$ cat src/rtl/serial_add_ctrl.sv
// Bit-serial adder: one full adder stepped over WIDTH-bit operands, LSB first,
// with a start/done handshake and registered sum/cout.

module full_addr (
    input  logic in1,
    input  logic in2,
    input  logic cin,
    output logic sum,
    output logic carry
);
    assign sum   = in1 ^ in2 ^ cin;
    assign carry = (in1 & in2) | (in1 & cin) | (in2 & cin);
endmodule

module serial_add_ctrl #(
    parameter int WIDTH = 8,
    parameter int CNT_W = $clog2(WIDTH + 1)
) (
    input  logic             clk,
    input  logic             rst_n,
    input  logic             start,
    input  logic [WIDTH-1:0] in1,
    input  logic [WIDTH-1:0] in2,
    input  logic             cin,
    output logic             busy,
    output logic             done,
    output logic [WIDTH-1:0] sum,
    output logic             cout
);
    typedef enum logic [1:0] {IDLE, RUN, DONE} state_t;

    localparam logic [CNT_W-1:0] LAST_BIT = CNT_W'(WIDTH - 1);

    state_t             r_state;
    logic [WIDTH-1:0]   r_a;
    logic [WIDTH-1:0]   r_b;
    logic [WIDTH-1:0]   r_res;
    logic               r_carry;
    logic [CNT_W-1:0]   r_cnt;
    logic               r_busy;
    logic               r_done;
    logic [WIDTH-1:0]   r_sum;
    logic               r_cout;

    logic               w_sum;
    logic               w_carry;
    logic [WIDTH-1:0]   w_res_next;

    full_addr u_fa (
        .in1   (r_a[0]),
        .in2   (r_b[0]),
        .cin   (r_carry),
        .sum   (w_sum),
        .carry (w_carry)
    );

    // Shift-based form keeps the expression legal for WIDTH == 1 as well.
    assign w_res_next = (r_res >> 1) | (WIDTH'(w_sum) << (WIDTH - 1));

    always_ff @(posedge clk or negedge rst_n) begin
        if (!rst_n) begin
            r_state <= IDLE;
            r_a     <= '0;
            r_b     <= '0;
            r_res   <= '0;
            r_carry <= 1'b0;
            r_cnt   <= '0;
            r_busy  <= 1'b0;
            r_done  <= 1'b0;
            r_sum   <= '0;
            r_cout  <= 1'b0;
        end else begin
            case (r_state)
                RUN: begin
                    r_carry <= w_carry;
                    r_a     <= r_a >> 1;
                    r_b     <= r_b >> 1;
                    r_res   <= w_res_next;
                    r_cnt   <= r_cnt + CNT_W'(1);
                    if (r_cnt == LAST_BIT) begin
                        r_sum   <= w_res_next;
                        r_cout  <= w_carry;
                        r_busy  <= 1'b0;
                        r_done  <= 1'b1;
                        r_state <= DONE;
                    end
                end
                // IDLE and DONE both accept a new request; DONE otherwise falls back to IDLE.
                default: begin
                    r_done <= 1'b0;
                    if (start) begin
                        r_a     <= in1;
                        r_b     <= in2;
                        r_carry <= cin;
                        r_res   <= '0;
                        r_cnt   <= '0;
                        r_busy  <= 1'b1;
                        r_state <= RUN;
                    end else begin
                        r_state <= IDLE;
                    end
                end
            endcase
        end
    end

    assign busy = r_busy;
    assign done = r_done;
    assign sum  = r_sum;
    assign cout = r_cout;
endmodule

$ cat config.mk
export PLATFORM = sky130hd
export DESIGN_NAME = serial_add_ctrl
export DESIGN_NICKNAME = d
export VERILOG_FILES = /design/src/rtl/serial_add_ctrl.sv
export SDC_FILE = /design/constraint.sdc
export NUM_CORES = 1
export LEC_CHECK = 0
export ABC_CLOCK_PERIOD_IN_PS = 1490
export BUFFER_PORTS_ARGS = -buffer_cell sky130_fd_sc_hd__buf_2
export CAP_MARGIN = 20
export CORE_UTILIZATION = 45
export CTS_CLUSTER_DIAMETER = 100
export DETAILED_ROUTE_END_ITERATION = 10
export GPL_TIMING_DRIVEN = 0
export PLACE_DENSITY = 0.74
export SYNTH_ARGS = -nofsm -noshare
export SYNTH_HDL_FRONTEND = slang
export SYNTH_HIERARCHICAL = 1
export SYNTH_SLANG_ARGS = --single-unit
$ cat constraint.sdc
create_clock -name clk -period 1.49 [get_ports clk]
set_input_delay 0.149 -clock clk [delete_from_list [all_inputs] [get_ports clk]]
set_output_delay 0.149 -clock clk [all_outputs]
set_load 0.1 [all_outputs]
======== Yosys cells after proc, flatten, opt, wreduce, memory -nomap -nowiden ========
Cells that the tools add are included.
operators by class
  equality and inequality tests ........... 3
  reductions and logical operators ........ 3
  bitwise logic cells ..................... 8
  add/sub/neg operators ................... 1
  multiplexer cells ....................... 18
operators by type and width
  kind                 number
  $mux 8               6
  $mux 1               8
  $mux 4               2
  $or 7x8->8           1
  $add 4x1->4 const B  1
  $eq 4x3->1 const B   1
  $mux 2               2
  $reduce_and 2->1     2
  $and 1x1->1          3
  $eq 2x1->1 const B   1
  $ne 2x2->1 const B   1
  $or 1x1->1           2
  $reduce_bool 2->1    1
  $xor 1x1->1          2
word-level totals
  bits of input ports ..................... 20
  bits in registers ....................... 42

======== Longest topological paths before layout ========
Gate-level depths: netlist of run 1.
  word-level depth ........................ 4
  mapped depth ............................ 5

======== Hierarchy ========
Netlist of run 1, hierarchy kept.
by module, submodules not included
  module           instances  cells an instance  area each (um2)  sequential area each (um2)
  serial_add_ctrl  1          148                1747.9           1001.0
  full_addr        1          1                  20.0             0.0

======== Least setup slack after synthesis of run 1 ========
Ideal clock, no wire load.
  path kind ............................... flip-flop to flip-flop
  start point ............................. register r_state[1]
  end point ............................... register r_sum[0] (netlist: sum[0])
  required time ........................... 1364 ps
  library setup time ...................... 126 ps
  arrival ................................. 1771 ps
  buffers on the path ..................... 2
  clock period less this slack ............ 1897 ps
  slack ................................... -407 ps
  stages on the path, launching flop included .. 6
  cell sequence ........................... dfrtp_1 -> nor2b_4 -> buf_6 -> and4b_4 -> buf_12 -> mux2_4
on the way
  cells in the longest elaborated chain, start to end .. 2
RTL lines
  what                        line  source
  start: declaration          34    state_t r_state;
  start signal: assignment    62    r_state <= IDLE;
  start signal: assignment    85    r_state <= DONE;
  start signal: assignment    98    r_state <= RUN;
  $eq 2x1->1                  73    case (r_state)
  $reduce_and 2->1 (no line)  --
  end signal: assignment      81    r_sum <= w_res_next;
  end: declaration            42    logic [WIDTH-1:0] r_sum;
Every way passes these cells.
A chain may end at the register's enable or synchronous reset.

======== Worst setup path in the final report of run 1 ========
  start point ............................. register r_state[1]
  end point ............................... register r_sum[6] (netlist: sum[6])
The elaborated chain is that of the path after synthesis.

==> results by group, run 1 <==
Drt
  • Vias per std cell: 5.059
  • Wire length per cell: 13.89 microns
  • Post-route ant nets: 0
  • TritonRoute pass-1 iters: 4
  • Initial DRC count: 65
  • # DRC: 0
  • Wirelength, routed: 3306 microns
  • Via count: 1,204

Critical path
  • Crit path launch: r_state[1]$_DFFE_PN0P_
  • Kind of critical path: reg -> reg
  • Worst Path Required: 1.67 ns
  • Peak fanout along the critical path: 8
  • Critical Path AT: 1.62 ns
  • Flop-to-flop setup slack: 0.05 ns
  • Crit path launch type: register
  • R2r startpoint: r_state[1]$_DFFE_PN0P_
  • RR Endpoint: sum[6]$_DFFE_PN0P_
  • FF-to-FF path depth: 4
  • Crit path to: sum[6]$_DFFE_PN0P_
  • Critical Path Sink Type: register

Clock tree
  • CTS sink cnt: 40
  • Worst-Skew Late Latency: 0.29 ns
  • Root Buffer: clkbuf_8
  • Clk pin slew, worst setup/hold paths: 0.07 ns
  • CTS Buffer Depth: 2
  • CTS tree: yes
  • H-tree Lvls: 2
  • CTS buffer count: 5

Synthesis
  • Synthesized area: 1768 sq um
  • Synth unique cells: 20
  • Syn_area_per_cell: 11.87 sq um
  • Synth Area in Compound Gates: 7.077%
  • Adder-cell share of the synthesized area: 1.840%
  • Mux cell area share after synthesis: 18.68%
  • Most common cell in the netlist: dfrtp_1
  • Post-synth EDFFs: 0
  • Top cells by area, synth: dfrtp_1, mux2i_1, o21ai_0, mux2_4, nand2_1
  • Ys Warns: 6
  • Largest family of logic cells by synthesized area: multiplexers
  • Gate Count Post-Synth: 149
  • Ys flop type: dfrtp_1
  • Post-Syn Nets: 171
  • Async SR Flop Fraction: 100.0%
  • Synth area leader: dfrtp_1
  • Post-synth top cells: dfrtp_1, nand2_1, o21ai_0
  • Synth top area share: 56.62%
  • Register area share after synthesis: 56.62%
  • Synth Area in XOR/XNOR: 0.4954%
  • Simple-gate share of the synthesized area: 11.61%
  • #FFs+latches synth: 40

STA
  • FMAX: 695.5 MHz
  • Setup Skew: 0.005805 ns
  • Final setup fails: 0
  • Ratio of final minimum period to clock period: 96.49%
  • Fin crit period: 1.438 ns
  • Max_slew headroom: 41.55%
  • RSZ-0062 raised after global routing: false
  • Max-slew violation count: 0
  • Fin worst setup slack: 0.05224 ns
  • Worst Max-Slew Pin Slew: 0.8768 ns
  • Hold Vio Cnt, Final: 0

Cells and area
  • Fraction of layout cells with a size suffix above 1: 32.11%
  • Area Growth Syn to Fin: 19.39%
  • Final net count: 211
  • Antenna cell count: 0
  • Post-layout util: 56.80%
  • # fillers: 329

Power and ir drop
  • Worst VDD drop: 0.7996 mV
  • Pwr/cell area: 2356 nW/um^2
  • Leakage: 1.051 nW

Hold path
  • Worst hold path class: in -> reg

Place
  • DP HPWL: 2324 microns
  • DP Worst Slack: -0.06938 ns
  • I/O Buffers: 29
  • Placer Congestion: 0.7995

Flow run
  • Max Cap Viol: 0

Global routing
  • Largest net degree at the start of global routing: 41
  • Vias in the first global route: 1,243
  • First-pass GRT wire length: 5644 microns
  • Initial antenna violation count: 0
  • Overall routing resource usage: 18.60%
  • Global route total overflow: 0

Floorplan
  • Std cell rows: 22
  • Die width: 64.68 microns
  • Die height: 64.68 microns
  • DIE AREA: 4184 sq um
  • Num ports: 31
  • Initial Util: 47.58%
  • Core area: 3716 sq um

Run status
  • Outcome: complete, no violations
[layout make-up]
cell class	instances	area [sq um]	area share, %
multi-input cells	99	704.4	33.37
well taps	48	60.06	2.845
plain buffers	9	56.30	2.667
clock buffers	8	100.1	4.742
repair buffers	34	185.2	8.773
flip-flops and latches	40	1005	47.60
[cells by family (layout without fill, tap and decap cells)]
family          count (synthesis)  count (layout)
compound gates                 25              25
xor+xnor                        1               1
fa+ha+maj                       2               2
buf+inv                        10              51
flops                          40              40
mux                            29              29
simple gates                   42              42
[where the power goes]
part	switching, mW	internal [mW]	total [mW]
combinational	1.62	0.720	2.34
sequential	0.298	1.55	1.85
clock	0.359	0.423	0.782
total	2.28	2.70	4.97
[worst max-delay path, stage by stage (launching register included)]
cell     delay (ns)
dfrtp_4        0.49
nor2b_4        0.11
and4b_4        0.28
buf_12         0.14
mux2_4         0.30
[metal layers]
layer	routed length (microns)	vias to the layer above	track usage (%)	part of all wire, %
met1	1438	592	20.69	43
met3	150	0	4.930	4.5
met2	1717	31	33.03	52
met4	0	0	8.333	0
met5	0	-	0	0
li1	-	581	-	-
[how the worst min path moves through the flow]
stage | cells after the start | from | to
after CTS | 3 | in2[7] | r_b[7]$_DFFE_PN0P_
after detailed placement | 1 | rst_n | sum[6]$_DFFE_PN0P_
after global routing | 3 | in2[7] | r_b[7]$_DFFE_PN0P_
final | 3 | in2[7] | r_b[7]$_DFFE_PN0P_
after global placement | 1 | rst_n | r_b[1]$_DFFE_PN0P_
after floorplan | 0 | rst_n | busy$_DFFE_PN0P_
[per-stage QoR]
step / area, sq um / power (mW) / cells / hold WS (ns) / setup TNS (ns)
2_1_floorplan: 1772 / 3.695 / 149 / -0.1466 / -1.385
3_3_place_gp: 1977 / 4.070 / 226 / 0.2949 / -0.3454
3_5_place_dp: 1977 / 4.192 / 226 / 0.3104 / -0.4534
4_1_cts: 2098 / 4.983 / 237 / 0.1135 / 0
5_1_grt: 2111 / 5.293 / 238 / 0.1455 / 0
6_report: 2111 / 4.973 / 238 / 0.1205 / 0
[cells in the final DEF, fill, tap and decap left out, drive strengths merged]
cell	netlist	final
clkbuf	5	13
fa	1	1
dlygate4sd3	0	1
nand2b	9	9
a21oi	1	1
mux2i	18	18
dfrtp	40	40
nand3b	1	1
o21ai	24	24
ha	1	1
nor2b	1	1
nand2	24	24
nand3	1	1
buf	5	37
nor2	5	5
mux2	11	11
xor2	1	1
and4b	1	1
[state kept, by name, summed over array words and instances, names as in the netlist]
name / cells
cout: 1
r_a: 8
r_state: 2
r_carry: 1
sum: 8
r_cnt: 4
r_res: 7
r_b: 8
busy: 1
[repair_timing]
action,in CTS,in global routing
hold buffers,1,0
gates resized for setup,0,5
pin swaps,1,1
buffers inserted,3,1
endpoints found under the hold margin,36,0
endpoints found under the setup margin,8,20
Note: power is estimated with default switching activity, not from simulation.
==> run 2: changes to the inputs <==
--- a/config.mk
+++ b/config.mk
@@ -5,6 +5,7 @@
 export SDC_FILE = /design/constraint.sdc
 export NUM_CORES = 1
 export LEC_CHECK = 0
+export ABC_AREA = 1
 export ABC_CLOCK_PERIOD_IN_PS = 1490
 export BUFFER_PORTS_ARGS = -buffer_cell sky130_fd_sc_hd__buf_2
 export CAP_MARGIN = 20
==> run 2 against run 1 <==
Synthesized cell count rose by 26%. Worst hold slack worse by 0.067 ns. Critical endpoint is now done. Largest power group unchanged. First-iteration DRC count fell by 12%. Sequential power is essentially flat. Via count up 12%.
==> results by group, run 2 <==
Synthesis
  • Synth unique cells: 20 (unchanged)
  • Most common cell in the netlist: nand2_1
  • Ys Warns: 6 (unchanged)
  • Post-synth EDFFs: 0 (unchanged)
  • Top cells by area, synth: dfrtp_1, nand2_1, nand3_1, buf_6, nor2_8
  • Synth area leader: dfrtp_1
  • Ys flop type: dfrtp_1
  • Post-Syn Nets: 210 (+23%)
  • #FFs+latches synth: 40 (unchanged)
  • Synth top area share: 57.51% (+0.90 points)
  • Gate Count Post-Synth: 188 (+26%)
  • Post-synth top cells: nand2_1, dfrtp_1, nand3_1
  • Register area share after synthesis: 57.51% (+0.90 points)
  • Syn_area_per_cell: 9.258 sq um (-22%)
  • Synthesized area: 1740 sq um (-1.6%)
  • Async SR Flop Fraction: 100.0% (unchanged)

Global routing
  • First-pass GRT wire length: 5713 microns (+1.2%)
  • Initial antenna violation count: 0 (unchanged)
  • Global route total overflow: 0 (unchanged)
  • Met3 Usage GRT: 3.750% (-1.2 points)
  • Largest net degree at the start of global routing: 41 (unchanged)
  • Overall routing resource usage: 18.61% (about the same)
  • Met2 GRT Util: 29.12% (-3.9 points)
  • Met1 capacity usage during global routing: 23.90% (+3.2 points)
  • Vias in the first global route: 1,296 (+4.3%)
  • Gr busiest metal: met2

Critical path
  • Flop-to-flop setup slack: 0.29 ns (+0.24 ns)
  • Crit path to: done
  • RR Endpoint: sum[2]$_DFFE_PN0P_
  • Crit path launch type: register
  • Peak fanout along the critical path: 3 (-5)
  • Kind of critical path: reg -> out
  • Cell family with most CP delay: buffers and inverters
  • Critical path's largest stage delay: 0.45 ns (-0.04 ns)
  • Worst Path Required: 1.34 ns (-0.33 ns)
  • Stages on worst setup path: 1 (-3)
  • Critical Path Sink Type: output port
  • R2r startpoint: r_cnt[0]$_DFFE_PN0P_
  • CP max-delay cell: buf_2
  • Critical Path AT: 1.16 ns (-0.46 ns)
  • Cell Chain, Critical Path: buf_2
  • CP bufs+invs: 1 (unchanged)
  • FF-to-FF path depth: 6 (+2)
  • Crit path launch: r_state[1]$_DFFE_PN0P_

STA
  • Setup TNS: 0 ns (unchanged)
  • Setup Skew: 0.004057 ns (-0.001748 ns)
  • Final setup fails: 0 (unchanged)
  • Fin worst setup slack: 0.1771 ns (+0.1248 ns)
  • Max_slew headroom: 41.68% (+0.13 points)
  • Worst Max-Slew Pin Slew: 0.8748 ns (-0.001952 ns)
  • Ratio of final minimum period to clock period: 88.12% (-8.4 points)
  • FMAX: 761.7 MHz (+9.5%)
  • Fin crit period: 1.313 ns (-0.1248 ns)
  • Hold Vio Cnt, Final: 0 (unchanged)
  • RSZ-0062 raised after global routing: false
  • Max-slew violation count: 0 (unchanged)
  • Hold slack final: 0.05333 ns (-0.06720 ns)

Floorplan
  • Die width: 64.19 microns (-0.76%)
  • Initial Util: 47.18% (-0.39 points)
  • Num ports: 31 (unchanged)
  • Core area: 3689 sq um (-0.74%)
  • DIE AREA: 4120 sq um (-1.5%)
  • Std cell rows: 22 (unchanged)
  • Die height: 64.19 microns (-0.76%)

Flow run
  • Max Cap Viol: 0 (unchanged)

Cells and area
  • Final net count: 248 (+18%)
  • Area Growth Syn to Fin: 17.40%
  • Antenna cell count: 0 (unchanged)
  • Fraction of layout cells with a size suffix above 1: 23.45% (-8.7 points)
  • Commonest cells after routing, fill and taps aside: nand2_1, dfrtp_1, nand3_1, buf_2, inv_1
  • Commonest non-fill, non-tap cell in the layout: nand2_1
  • # fillers: 357 (+8.5%)
  • Multi-input gate area: 639.4 sq um (-9.2%)
  • FF+latch area: 1002 sq um (-0.25%)

Clock tree
  • CTS buffer count: 5 (unchanged)
  • Worst-Skew Late Latency: 0.29 ns (about the same)
  • Postcts setup bufs: 0 (-3)
  • CTS Buffer Depth: 2 (unchanged)
  • H-tree Lvls: 2 (unchanged)
  • CTS tree: yes
  • Post-CTS Resized: 0 (unchanged)
  • Clk pin slew, worst setup/hold paths: 0.07 ns (about the same)
  • Root Buffer: clkbuf_8
  • CTS sink cnt: 40 (unchanged)

Place
  • Placer Congestion: 0.7218 (-9.7%)
  • DP Worst Slack: 0.2927 ns (+0.3621 ns)
  • DP HPWL: 2226 microns (-4.2%)
  • I/O Buffers: 30 (+3.4%)

Drt
  • Vias per std cell: 4.916 (-2.8%)
  • # DRC: 0 (unchanged)
  • Post-route ant nets: 0 (unchanged)
  • TritonRoute pass-1 iters: 4 (unchanged)
  • Initial DRC count: 57 (-12%)
  • Wirelength, routed: 3211 microns (-2.9%)
  • Wire length per cell: 11.72 microns (-16%)
  • Via count: 1,347 (+12%)

Power and ir drop
  • Flop pwr share: 37.1% (about the same)
  • Worst VDD drop: 1.601 mV (+100%)
  • Clock share of power: 13.8% (-1.9 points)
  • Int Power: 2.520 mW (-6.5%)
  • Gate power share: 49.1% (+2.1 points)
  • Pwr/cell area: 2417 nW/um^2 (+2.6%)
  • Switch share: 48.96% (+3.2 points)
  • Net Sw Power: 2.417 mW (+6.2%)
  • Design Power: 4.937 mW (-0.72%)
  • Leakage: 1.087 nW (+3.5%)

Run status
  • Outcome: complete, no violations

Hold path
  • Hold Crit Start: in2[7]
  • Worst hold path class: in -> reg
run 2: layout make-up:
cell class | count | share of cell area, %
buffer | 7 | 3.062
clock buffer | 5 | 3.368
clock inverter | 2 | 0.6124
inverter | 10 | 1.837
multi-input combinational | 131 | 31.29
sequential | 40 | 49.05
tap | 48 | 2.939
timing repair buffer | 31 | 7.838
run 2: routing by layer:
layer / vias to the layer above / share of wire (%)
li1: 678 / -
met1: 630 / 47
met2: 32 / 46
met3: 7 / 4.2
met4: 0 / 2.5
met5: - / 0
run 2: kinds of logic after synthesis:
family | share of synthesized area [%]
buffers and inverters | 5.751
AO/OA/AOI/OAI | 2.948
flip-flops | 57.51
AND/OR/NAND/NOR | 31.92
adder cells (fa/ha/maj) | 1.869
run 2: how the worst min path moves through the flow:
stage                             endpoint  slack, ns  cells after the start
detailed placement        busy$_DFFE_PN0P_       0.31                      1
global route            r_b[7]$_DFFE_PN0P_       0.05                      3
floorplan                 busy$_DFFE_PN0P_      -0.15                      0
finish                  r_b[7]$_DFFE_PN0P_       0.05                      3
global placement    r_state[0]$_DFFE_PN0P_       0.31                      1
CTS                     r_b[7]$_DFFE_PN0P_       0.04                      3
run 2: power groups by stage:
stage	logic (mW)	registers, mW	clock network, mW
finish	2.42	1.83	0.682
global placement	2.40	1.83	0
detailed placement	2.44	1.85	0
CTS	2.45	1.84	0.707
floorplan	1.13	2.68	0
global route	2.64	1.89	0.749
run 2: repair_timing:
action | in CTS | in global routing
endpoints found under the setup margin | 0 | 0
hold buffers | 1 | 0
hold endpoints to repair | 40 | 0
run 2: through the flow:
step / util, % / area [sq um] / std cells
2_1_floorplan: - / 1742 / 188
3_3_place_gp: 52.92 / 1952 / 266
3_5_place_dp: 52.92 / 1952 / 266
4_1_cts: 55.39 / 2043 / 274
5_1_grt: 55.39 / 2043 / 274
6_report: 55.39 / 2043 / 274
run 2: tightest hold or removal path, delay by kind of cell:
family                 cells  cell delay, ns
AND/OR/NAND/NOR            2            0.09
buffers and inverters      1            0.07
==> run 3: changes to the inputs <==
==> constraint.sdc (replaced) <==
create_clock -name clk -period 1.49 [get_ports clk]
set_input_delay 0.149 -clock clk [delete_from_list [all_inputs] [get_ports clk]]
set_output_delay 0.149 -clock clk [all_outputs]
set_load 0.02 [all_outputs]
==> run 3 against run 2 <==
Clock skew rose by 0.0052 ns. Cell count did not move. Global-route usage fell by 0.39 points. Fmax rose by 9.2%. Core utilization barely moved. Flip-flop and latch count did not move. Power fell by 15%. Cell area barely moved. Sequential power barely moved. Clock power barely moved. First-iteration DRC count fell by 11%.
==> results by group, run 3 (synthesis gave the netlist of run 2 again) <==
Run status
  • Outcome: complete, no violations

Clock tree
  • CTS tree: yes
  • Clk pin slew, worst setup/hold paths: 0.08 ns (about the same)
  • Post-CTS Resized: 0 (unchanged)
  • Root Buffer: clkbuf_8
  • CTS buffer count: 5 (unchanged)
  • CTS Buffer Depth: 2 (unchanged)
  • H-tree Lvls: 2 (unchanged)
  • CTS sink cnt: 40 (unchanged)
  • Postcts setup bufs: 0 (unchanged)
  • Worst-Skew Late Latency: 0.29 ns (about the same)

Drt
  • Initial DRC count: 51 (-11%)
  • # DRC: 0 (unchanged)
  • Post-route ant nets: 0 (unchanged)
  • Vias per std cell: 4.799 (-2.4%)
  • Wire length per cell: 11.39 microns (-2.8%)
  • Wirelength, routed: 3121 microns (-2.8%)
  • Via count: 1,315 (-2.4%)
  • TritonRoute pass-1 iters: 4 (unchanged)

Hold path
  • Hold Crit Depth: 3 (unchanged)
  • Hold Crit Start: in1[7]
  • Worst hold path class: in -> reg
  • Hold path endpoint: r_a[7]$_DFFE_PN0P_

Critical path
  • Critical Path AT: 1.38 ns (+0.22 ns)
  • Peak fanout along the critical path: 10 (+7)
  • Kind of critical path: reg -> reg
  • Worst Path Required: 1.67 ns (+0.33 ns)
  • RR Endpoint: sum[3]$_DFFE_PN0P_
  • R2r startpoint: r_state[1]$_DFFE_PN0P_
  • FF-to-FF path depth: 5 (-1)
  • Crit path launch type: register
  • Flop-to-flop setup slack: 0.29 ns (about the same)
  • Critical Path Sink Type: register

STA
  • Fin crit period: 1.202 ns (-0.1105 ns)
  • Worst Max-Slew Pin Slew: 0.8597 ns (-0.01513 ns)
  • Hold slack final: 0.04866 ns (-0.004676 ns)
  • Fin worst setup slack: 0.2876 ns (+0.1105 ns)
  • Final setup fails: 0 (unchanged)
  • Setup Skew: 0.009302 ns (+0.005245 ns)
  • Setup TNS: 0 ns (unchanged)
  • FMAX: 831.7 MHz (+9.2%)
  • Max_slew headroom: 42.69% (+1.0 points)
  • Max-slew violation count: 0 (unchanged)
  • RSZ-0062 raised after global routing: false
  • Ratio of final minimum period to clock period: 80.70% (-7.4 points)
  • Hold Vio Cnt, Final: 0 (unchanged)

Place
  • Placed instance area: 1951 sq um (about the same)
  • DP HPWL: 2201 microns (-1.1%)
  • DP Worst Slack: 0.2772 ns (-0.01554 ns)
  • Placer Congestion: 0.7402 (+2.5%)
  • I/O Buffers: 30 (unchanged)
  • Placed Cells: 266 (unchanged)

Floorplan
  • DIE AREA: 4120 sq um (unchanged)
  • Num ports: 31 (unchanged)
  • Die width: 64.19 microns (unchanged)
  • Die height: 64.19 microns (unchanged)
  • Std cell rows: 22 (unchanged)
  • Core area: 3689 sq um (unchanged)
  • Initial Util: 47.18% (unchanged)

Flow run
  • Max Cap Viol: 0 (unchanged)

Cells and area
  • Fraction of layout cells with a size suffix above 1: 23.01% (-0.44 points)
  • Antenna cell count: 0 (unchanged)
  • # fillers: 357 (unchanged)
  • Final instance area: 2042 sq um (about the same)
  • Commonest cells after routing, fill and taps aside: nand2_1, dfrtp_1, nand3_1, buf_2, inv_1
  • Commonest non-fill, non-tap cell in the layout: nand2_1
  • Post-layout util: 55.36% (about the same)
  • Non-Filler Instances: 274 (unchanged)
  • Area Growth Syn to Fin: 17.33% (about the same)
  • Final net count: 248 (unchanged)

Global routing
  • First-pass GRT wire length: 5616 microns (-1.7%)
  • Overall routing resource usage: 18.22% (-0.39 points)
  • Global route total overflow: 0 (unchanged)
  • Vias in the first global route: 1,279 (-1.3%)
  • Initial antenna violation count: 0 (unchanged)
  • Largest net degree at the start of global routing: 41 (unchanged)

Power and ir drop
  • Worst VDD drop: 1.482 mV (-7.4%)
  • Pwr/cell area: 2046 nW/um^2 (-15%)
  • Design Power: 4.178 mW (-15%)
  • Leakage: 1.089 nW (+0.15%)
-- run 3: changes by cell type in the layout (fill, tap and decap cells not counted) --
cell | before | now
dfrtp_1 | 39 | 40
dfrtp_2 | 1 | 0
-- run 3: timing repair --
| item | CTS | global route |
|---|---|---|
| hold endpoints to repair | 22 | 0 |
| hold buffers | 1 | 0 |
| endpoints found under the setup margin | 0 | 0 |
-- run 3: worst max-delay path, stage by stage, from the launching register on --
cell      delay [ns]
dfrtp_1         0.45
nor2_8          0.21
buf_6           0.17
nand3b_4        0.13
nand2_1         0.09
nand2_1         0.04
-- run 3: area by class of cell --
class,count,area (sq um),area share (%)
plain buffers,7,62.56,3.064
clock buffers,5,68.82,3.370
clock inverters,2,12.51,0.6127
inverters,10,37.54,1.838
multi-input cells,131,639.4,31.31
flip-flops and latches,40,1001,49.02
well taps,48,60.06,2.941
repair buffers,31,160.2,7.843
-- run 3: worst max path at each step --
stage,start,to,slack (ns),cells past startpoint
finish,r_state[1]$_DFFE_PN0P_,sum[3]$_DFFE_PN0P_,0.29,5
global route,r_cnt[0]$_DFFE_PN0P_,sum[3]$_DFFE_PN0P_,0.16,6
CTS,r_state[1]$_DFFE_PN0P_,sum[7]$_DFFE_PN0P_,0.27,5
detailed placement,r_state[1]$_DFFE_PN0P_,sum[7]$_DFFE_PN0P_,0.28,5
global placement,r_state[1]$_DFFE_PN0P_,sum[3]$_DFFE_PN0P_,0.29,5
floorplan,r_state[1]$_DFFE_PN0P_,cout$_DFFE_PN0P_,0.29,5
-- run 3: per-layer routing --
| layer | global-route usage, % | wire length, microns | vias up |
|---|---|---|---|
| li1 | - | - | 677 |
| met1 | 24.15 | 1503 | 601 |
| met2 | 27.53 | 1407 | 30 |
| met3 | 3.750 | 124 | 7 |
| met4 | 10.83 | 85 | 0 |
| met5 | 0 | 0 | - |
-- run 3: where the power goes --
part	internal, mW	switching (mW)
registers	1.55	0.276
clock network	0.317	0.363
logic	0.654	1.02
